<file path="src/rtl/caster_scheduler.sv">
// Sequences one MultiCaster through a job: filter once, then per pass ifmap, psum, compute, drain.
// Loads stall on buf_valid/caster_ready, drain stalls on psum_wr_ready; compute is watchdog-bounded.
module caster_scheduler #(
  parameter int NUM_COL   = 4,
  parameter int LEN_W     = 8,
  parameter int TIMEOUT_W = 12
) (
  input  logic                 clk,
  input  logic                 rstn,
  input  logic                 start,
  input  logic [LEN_W-1:0]     cfg_fltr_len,
  input  logic [LEN_W-1:0]     cfg_ifmap_len,
  input  logic [LEN_W-1:0]     cfg_num_pass,
  input  logic [TIMEOUT_W-1:0] cfg_timeout,
  input  logic [2:0]           buf_valid,
  output logic [2:0]           buf_pop,
  output logic [2:0]           caster_en,
  input  logic                 caster_ready,
  input  logic                 caster_valid,
  input  logic                 psum_wr_ready,
  output logic                 psum_wr_en,
  output logic                 busy,
  output logic                 done,
  output logic                 err_timeout,
  output logic [LEN_W-1:0]     pass_idx
);

  typedef enum logic [2:0] {
    S_IDLE, S_LD_FLTR, S_LD_IFMAP, S_LD_PSUM, S_COMPUTE, S_DRAIN, S_FIN
  } state_t;

  localparam logic [LEN_W-1:0] LAST_COL = LEN_W'(NUM_COL - 1);

  state_t               state_q, state_d;
  logic [LEN_W-1:0]     fltr_len_q, fltr_len_d;
  logic [LEN_W-1:0]     ifmap_len_q, ifmap_len_d;
  logic [LEN_W-1:0]     num_pass_q, num_pass_d;
  logic [TIMEOUT_W-1:0] timeout_q, timeout_d;
  logic [LEN_W-1:0]     word_cnt_q, word_cnt_d;
  logic [TIMEOUT_W-1:0] wdog_q, wdog_d;
  logic [LEN_W-1:0]     pass_idx_q, pass_idx_d;
  logic [2:0]           caster_en_q, caster_en_d;
  logic                 err_q, err_d;
  logic                 xfer;
  logic [TIMEOUT_W:0]   wdog_inc;

  // Pass 0 has no psum to fetch: partial sums start from zero inside the PEs.
  function automatic state_t ifmap_entry(input logic [LEN_W-1:0] ilen, input logic first_pass);
    if (ilen != '0)     return S_LD_IFMAP;
    else if (first_pass) return S_COMPUTE;
    else                return S_LD_PSUM;
  endfunction

  always_comb begin
    state_d     = state_q;
    fltr_len_d  = fltr_len_q;
    ifmap_len_d = ifmap_len_q;
    num_pass_d  = num_pass_q;
    timeout_d   = timeout_q;
    word_cnt_d  = word_cnt_q;
    wdog_d      = '0;
    pass_idx_d  = pass_idx_q;
    err_d       = err_q;
    buf_pop     = 3'b000;
    psum_wr_en  = 1'b0;
    xfer        = 1'b0;
    wdog_inc    = {1'b0, wdog_q} + 1'b1;

    case (state_q)
      S_IDLE: begin
        if (start) begin
          fltr_len_d  = cfg_fltr_len;
          ifmap_len_d = cfg_ifmap_len;
          num_pass_d  = (cfg_num_pass == '0) ? LEN_W'(1) : cfg_num_pass;
          timeout_d   = cfg_timeout;
          err_d       = 1'b0;
          pass_idx_d  = '0;
          word_cnt_d  = '0;
          state_d     = (cfg_fltr_len != '0) ? S_LD_FLTR : ifmap_entry(cfg_ifmap_len, 1'b1);
        end
      end
      S_LD_FLTR: begin
        xfer       = caster_en_q[1] & buf_valid[1] & caster_ready;
        buf_pop[1] = xfer;
        if (xfer) begin
          if (word_cnt_q == fltr_len_q - 1'b1) begin
            word_cnt_d = '0;
            state_d    = ifmap_entry(ifmap_len_q, pass_idx_q == '0);
          end else begin
            word_cnt_d = word_cnt_q + 1'b1;
          end
        end
      end
      S_LD_IFMAP: begin
        xfer       = caster_en_q[0] & buf_valid[0] & caster_ready;
        buf_pop[0] = xfer;
        if (xfer) begin
          if (word_cnt_q == ifmap_len_q - 1'b1) begin
            word_cnt_d = '0;
            state_d    = (pass_idx_q == '0) ? S_COMPUTE : S_LD_PSUM;
          end else begin
            word_cnt_d = word_cnt_q + 1'b1;
          end
        end
      end
      S_LD_PSUM: begin
        xfer       = caster_en_q[2] & buf_valid[2] & caster_ready;
        buf_pop[2] = xfer;
        if (xfer) begin
          if (word_cnt_q == LAST_COL) begin
            word_cnt_d = '0;
            state_d    = S_COMPUTE;
          end else begin
            word_cnt_d = word_cnt_q + 1'b1;
          end
        end
      end
      S_COMPUTE: begin
        // A result arriving on the expiry cycle is still taken.
        if (caster_valid) begin
          word_cnt_d = '0;
          state_d    = S_DRAIN;
        end else if (wdog_inc >= {1'b0, timeout_q}) begin
          err_d   = 1'b1;
          state_d = S_FIN;
        end else begin
          wdog_d = wdog_inc[TIMEOUT_W-1:0];
        end
      end
      S_DRAIN: begin
        psum_wr_en = caster_en_q[2] & psum_wr_ready;
        if (psum_wr_en) begin
          if (word_cnt_q == LAST_COL) begin
            word_cnt_d = '0;
            if (pass_idx_q == num_pass_q - 1'b1) begin
              state_d = S_FIN;
            end else begin
              pass_idx_d = pass_idx_q + 1'b1;
              state_d    = ifmap_entry(ifmap_len_q, 1'b0);
            end
          end else begin
            word_cnt_d = word_cnt_q + 1'b1;
          end
        end
      end
      S_FIN:   state_d = S_IDLE;
      default: state_d = S_IDLE;
    endcase

    // Enables are registered off the next state so they are live from the first cycle in state.
    case (state_d)
      S_LD_FLTR:          caster_en_d = 3'b010;
      S_LD_IFMAP:         caster_en_d = 3'b001;
      S_LD_PSUM, S_DRAIN: caster_en_d = 3'b100;
      default:            caster_en_d = 3'b000;
    endcase
  end

  always_ff @(posedge clk or negedge rstn) begin
    if (!rstn) begin
      state_q     <= S_IDLE;
      fltr_len_q  <= '0;
      ifmap_len_q <= '0;
      num_pass_q  <= '0;
      timeout_q   <= '0;
      word_cnt_q  <= '0;
      wdog_q      <= '0;
      pass_idx_q  <= '0;
      caster_en_q <= 3'b000;
      err_q       <= 1'b0;
    end else begin
      state_q     <= state_d;
      fltr_len_q  <= fltr_len_d;
      ifmap_len_q <= ifmap_len_d;
      num_pass_q  <= num_pass_d;
      timeout_q   <= timeout_d;
      word_cnt_q  <= word_cnt_d;
      wdog_q      <= wdog_d;
      pass_idx_q  <= pass_idx_d;
      caster_en_q <= caster_en_d;
      err_q       <= err_d;
    end
  end

  assign caster_en   = caster_en_q;
  assign busy        = (state_q != S_IDLE);
  assign done        = (state_q == S_FIN);
  assign err_timeout = err_q;
  assign pass_idx    = pass_idx_q;

endmodule

</file>
<file path="config.mk">
export PLATFORM = sky130hd
export DESIGN_NAME = caster_scheduler
export DESIGN_NICKNAME = d
export VERILOG_FILES = /design/src/rtl/caster_scheduler.sv
export SDC_FILE = /design/constraint.sdc
export NUM_CORES = 1
export LEC_CHECK = 0
export CAP_MARGIN = 20
export CORE_ASPECT_RATIO = 1.1
export CORE_MARGIN = 2
export CORE_UTILIZATION = 55
export DETAILED_ROUTE_END_ITERATION = 12
export GPL_TIMING_DRIVEN = 0
export PLACE_DENSITY = 0.81
export SYNTH_ARGS = -nofsm -noshare
export SYNTH_HDL_FRONTEND = slang
export SYNTH_SLANG_ARGS = --single-unit
</file>
<file path="constraint.sdc">
create_clock -name clk -period 10.5 [get_ports clk]
set_input_delay 2.625 -clock clk [delete_from_list [all_inputs] [get_ports clk]]
set_output_delay 2.625 -clock clk [all_outputs]
set_load 0.05 [all_outputs]
</file>
## After elaboration in Yosys (flattened, before gate mapping)

Index checks and enable logic that the tools add are counted.

| word-level totals | value |
|---|---|
| output and inout port bits | 18 |
| bits in registers | 71 |
| bits of input ports | 45 |
| word-level logic and storage cells | 108 |

| cells by class | value |
|---|---|
| equality and inequality tests | 24 |
| reduce and logical (&&, ||, !) cells | 15 |
| muxes and demuxes | 45 |
| bitwise operators | 7 |
| $add $sub $neg | 6 |
| magnitude comparators | 1 |

Operator list:

| cell | count |
|---|---|
| 8-bit two-way mux | 13 |
| 3-bit two-way mux | 16 |
| 8-bit one-hot mux with 6 select lines | 1 |
| 12-bit two-way mux | 3 |
| 8-bit == test | 3 |
| 8-bit nonzero test | 3 |
| 8-bit by 1-bit subtractor with 8-bit output (second input constant) | 3 |
| 2-bit != test (second input constant) | 10 |
| 3-bit one-hot mux with 6 select lines | 1 |
| 8-bit by 1-bit adder with 8-bit output (second input constant) | 2 |
| 8-bit zero test | 2 |
| 8-bit one-hot mux with 2 select lines | 1 |
| 12-bit by 1-bit adder with 13-bit output (second input constant) | 1 |
| 13-bit by 12-bit >= comparator with 1-bit output | 1 |
| 3-bit by 2-bit == test with 1-bit output (second input constant) | 4 |
| 3-bit == test (second input constant) | 4 |
| 3-bit one-hot mux with 3 select lines | 1 |
| 8-bit by 2-bit == test with 1-bit output (second input constant) | 1 |
| 1-bit two-way mux | 8 |
| 1-bit AND | 7 |
| 7-bit AND reduction | 1 |
| 3-bit by 1-bit == test with 1-bit output (second input constant) | 2 |
| 6-bit nonzero test | 1 |
| 5-bit AND reduction | 1 |
| 7 further kinds | 8 |

## Longest topological paths before layout

| depth | value |
|---|---|
| depth in word-level cells | 9 |
| mapped depth | 14 |

## Worst setup path before layout

No wires, ideal clock.

| timing path | value |
|---|---|
| kind | input to output |
| start | input caster_ready |
| end | output buf_pop[2] |
| data required time | 7.875 ns |
| arrival | 3.405 ns |
| setup slack | 4.470 ns |
| stages on the path | 2 |
| cell sequence | nand3_1 -> nor2_1 |

| on the way | value |
|---|---|
| cells in the longest elaborated chain, start to end | 2 |

Ends and longest elaborated chain:

| item | RTL line | text |
|---|---|---|
| start: declaration | 18 | `input logic caster_ready,` |
| 1-bit AND | 107 | `xfer = caster_en_q[2] & buf_valid[2] & caster_ready;` |
| 1-bit two-way mux | 69 | `case (state_q)` |
| end: declaration | 16 | `output logic [2:0] buf_pop,` |

No other way between the ends.

## Worst setup path in the final report

| timing path | value |
|---|---|
| start | input caster_ready |
| end | output buf_pop[0] |

| on the way | value |
|---|---|
| cells in the longest elaborated chain, start to end | 2 |

Ends and longest elaborated chain:

| item | RTL line | text |
|---|---|---|
| 1-bit AND | 95 | `xfer = caster_en_q[0] & buf_valid[0] & caster_ready;` |
| 1-bit two-way mux | 69 |  |

No other way between the ends.

==> flow_metrics.py <==
metrics = {
    "cts": {
        "htreeDepth": 3,
        "clock-sinks": 71,
        "clkTransAtPathRegs_ps": 70,
        "numCtsBuffers": 9,
        "cts_tree": "built",
        "ctsRootBufferMaster": "clkbuf_8",
        "cts.hold.buffers_added": 0,
        "post_cts_buffers": 0,
        "clk_latency_ps": 350,
        "ctsResizeCount": 0,
        "clock_tree.buffer_depth": 2,
    },
    "sta": {
        "final.setup.worst_slack_ps": 3400,
        "relSlewSlack_pct": 30.1,
        "final_hold_viol_count": 0,
        "min_period_ps": 7100,
        "setup_viol_count_final": 0,
        "post-route-period-util_pct": 67.7,
        "clock_skew_ps": 8.46,
        "worst_pin_slew_ps": 1040,
        "grt_setup_unrepaired": "no",
        "fmax_mhz": 141,
        "tns_ps": 0,
        "report.final.slew_viol_count": 0,
    },
    "cells_and_area": {
        "mostFrequentLayoutCell": "nand2_1",
        "nNetsFinal": 645,
        "synthToLayoutAreaGrowth_pct": 22.6,
        "antenna_cells": 0,
        "drive_above_1_share_pct": 5.98,
        "layout_common_cells": "nand2_1 (98), dfrtp_1 (71), clkdlybuf4s50_1 (61), o21ai_0 (31)",
    },
    "global_routing": {
        "grt_max_degree": 72,
        "grt_pass1_vias": 3988,
        "antenna_found_initial": 0,
        "grt_overflow": 0,
        "track_usage_pct": 27.3,
        "grt_pass1_wl_um": 18400,
    },
    "floorplanning": {
        "start_util_pct": 55.9,
        "ios": 63,
        "core_area_sq_um": 7830,
        "fp.dieW_um": 89.0,
        "dieArea_sq_um": 8680,
        "die_h_um": 97.5,
        "fp-row-count": 34,
    },
    "setup_path": {
        "crit_type": "primary input to output port",
        "worstPathArrival_ps": 4480,
        "crit_buf_inv": 3,
        "worstReg2RegStart": "wdog_q[0]$_DFF_PN0_",
        "crit_required_ps": 7880,
        "cp-end-kind": "output port",
        "crit_slowest_cell": "clkdlybuf4s50_1",
        "start_kind": "primary input",
        "crit_start": "caster_ready",
        "endpoint": "buf_pop[0]",
        "crit_family": "buffers and inverters",
        "rrSetupSlack_ps": 6540,
        "cp_slowest_stage_delay_ps": 800,
        "crit_top_cell": "clkdlybuf4s50_1",
        "crit_path_max_fanout": 5,
        "r2r_end": "caster_en[2]$_DFF_PN0_",
        "path_depth": 5,
        "crit_chain": "clkdlybuf4s50_1, nand3_1, nand2b_1, inv_1, clkdlybuf4s50_1",
        "reg2regPathDepth": 14,
    },
    "routing": {
        "vias": 3963,
        "first_pass_iters": 6,
        "drc": 0,
        "wl_um": 11100,
        "vias_per_cell": 5.72,
        "drt_iter0_drc": 258,
        "wl_per_cell_um": 16.1,
        "ant_nets": 0,
    },
    "placed_design": {
        "gp_congestion": 0.886,
        "portBuffers": 62,
        "post-place-ws_ps": 3430,
        "dp_hpwl_um": 8260,
    },
    "synth": {
        "synth_compound_area_share_pct": 13.0,
        "yosysSeqAreaShare_pct": 40.6,
        "synth_area_sq_um": 4370,
        "ys.flop_type": "dfrtp_1",
        "synth.distinct_cells": 60,
        "yosysWarnings": 0,
        "async_reset_ff_share_pct": 100,
        "ys_seq_elements": 71,
        "synth_top_family_by_area": "simple AND/OR/NAND/NOR gates",
        "synthXorXnorAreaFrac_pct": 8.21,
        "yosys.area_share.simple_pct": 27.8,
        "synth-edff-count": 0,
        "synth-adder-area-share_pct": 5.44,
        "synthesis.nets": 572,
        "syn_inst": 508,
        "syn_area_per_cell_sq_um": 8.61,
        "muxShareOfSynthArea_pct": 0.486,
    },
    "power_and_ir_drop": {
        "power_mw": 1.23,
        "power.leakage_nw": 2.51,
        "power.density_nw_per_um2": 229,
        "irDropWorstVdd_mv": 0.107,
    },
    "outcome": {
        "status": "complete, no violations",
    },
    "job": {
        "max-cap-violations": 0,
    },
    "hold_path": {
        "worstHoldPathType": "flop to flop",
    },
}
==> worst reg2reg max path, cell delays in order, from the launching register on <==
cell and delay [ps]:
dfrtp_1 410, ha_1 230, and3_1 220, and3_1 210, nand2_1 80, xnor2_1 140
ha_1 270, a21o_1 160, a21oi_1 150, o21ai_0 110, a211oi_1 810, nor2b_1 150
or4b_4 580, or2_0 240, a21boi_2 130
==> metrics by stage <==
step | util (%) | cell area [sq um] | std cells | hold slack [ps]
2_1_floorplan | - | 4370 | 508 | 452
6_report | 68.5 | 5360 | 693 | 495
5_1_grt | 68.5 | 5360 | 693 | 532
3_5_place_dp | 65.5 | 5130 | 678 | 477
4_1_cts | 68.5 | 5360 | 693 | 497
3_3_place_gp | 65.5 | 5130 | 678 | 473
==> power by group <==
group	switching, mW	internal, mW	total [mW]
Sequential	0.0792	0.355	0.435
Clock	0.105	0.157	0.263
Combinational	0.314	0.217	0.531
Total	0.498	0.730	1.23
==> Yosys cell counts (2+ instances only) <==
cell type | count | area share (%)
xor2_1 | 26 | 5.2
buf_2 | 3 | 0.34
o311ai_0 | 2 | 0.40
nor3_1 | 9 | 1.0
ha_1 | 19 | 5.4
a21o_1 | 8 | 1.4
nor3b_1 | 3 | 0.51
nand4b_1 | 2 | 0.40
a21boi_0 | 2 | 0.34
a211oi_1 | 4 | 0.69
a21oi_1 | 7 | 0.80
o2111ai_1 | 3 | 0.60
nand4_1 | 15 | 2.1
nor3_2 | 2 | 0.46
nor2b_1 | 9 | 1.3
a221o_1 | 2 | 0.46
nand2b_1 | 11 | 1.6
clkbuf_1 | 16 | 1.4
nand3_1 | 17 | 1.9
or2_2 | 7 | 1.0
o31ai_1 | 3 | 0.51
nor2_1 | 30 | 2.6
dfrtp_1 | 71 | 41
xnor2_1 | 15 | 3.0
and2_1 | 3 | 0.43
nor4_1 | 8 | 1.1
nand2_1 | 98 | 8.4
o21ai_0 | 31 | 3.5
and4_1 | 3 | 0.60
inv_1 | 30 | 2.6
a31oi_1 | 2 | 0.29
and3_1 | 14 | 2.0
a22o_1 | 5 | 1.0
or3_1 | 2 | 0.29
==> state kept, by name (all words and copies together), names as in the netlist <==
register     flops
timeout_q       12
err_timeout      1
fltr_len_q       8
word_cnt_q       8
wdog_q          12
state_q          3
pass_idx         8
caster_en        3
num_pass_q       8
ifmap_len_q      8
==> final cells by class <==
type / count / area, sq um
Sequential cell: 71 / 1780
Fill cell: 679 / 2470
Clock buffer: 10 / 128
Multi-Input combinational cell: 387 / 2400
Timing Repair Buffer: 62 / 618
Clock inverter: 5 / 106
Inverter: 30 / 113
Tap cell: 108 / 135
Buffer: 20 / 82.6
==> per-layer routing <==
| layer | vias up | routed length, um | GRT usage (%) |
|---|---|---|---|
| met5 | - | 0 | 0 |
| met4 | 0 | 392 | 11.6 |
| met3 | 34 | 514 | 5.10 |
| met2 | 127 | 5720 | 45.5 |
| met1 | 1898 | 4520 | 34.0 |
| li1 | 1904 | - | - |
==> kinds of logic (layout without fill, tap and decap cells) <==
family / Yosys count / count (layout)
AOI/OAI and AO/OA: 83 / 83
xor gates and xnor gates: 41 / 41
adders and majority gates: 19 / 19
buffers and inverters: 50 / 127
DFF: 71 / 71
muxes: 2 / 2
and+or+nand+nor: 242 / 242
==> how the worst min path moves through the flow <==
| stage | start | end | slack, ps | cells after the start |
|---|---|---|---|---|
| after global placement | timeout_q[0]$_DFFE_PN0P_ | timeout_q[0]$_DFFE_PN0P_ | 470 | 2 |
| after CTS | wdog_q[0]$_DFF_PN0_ | wdog_q[0]$_DFF_PN0_ | 500 | 1 |
| final | wdog_q[0]$_DFF_PN0_ | wdog_q[0]$_DFF_PN0_ | 490 | 1 |
| after floorplan | timeout_q[0]$_DFFE_PN0P_ | timeout_q[0]$_DFFE_PN0P_ | 450 | 2 |
| after detailed placement | timeout_q[0]$_DFFE_PN0P_ | timeout_q[0]$_DFFE_PN0P_ | 480 | 2 |
| after global routing | wdog_q[0]$_DFF_PN0_ | wdog_q[0]$_DFF_PN0_ | 530 | 1 |
No activity file was read; power rests on OpenSTA's default activity.
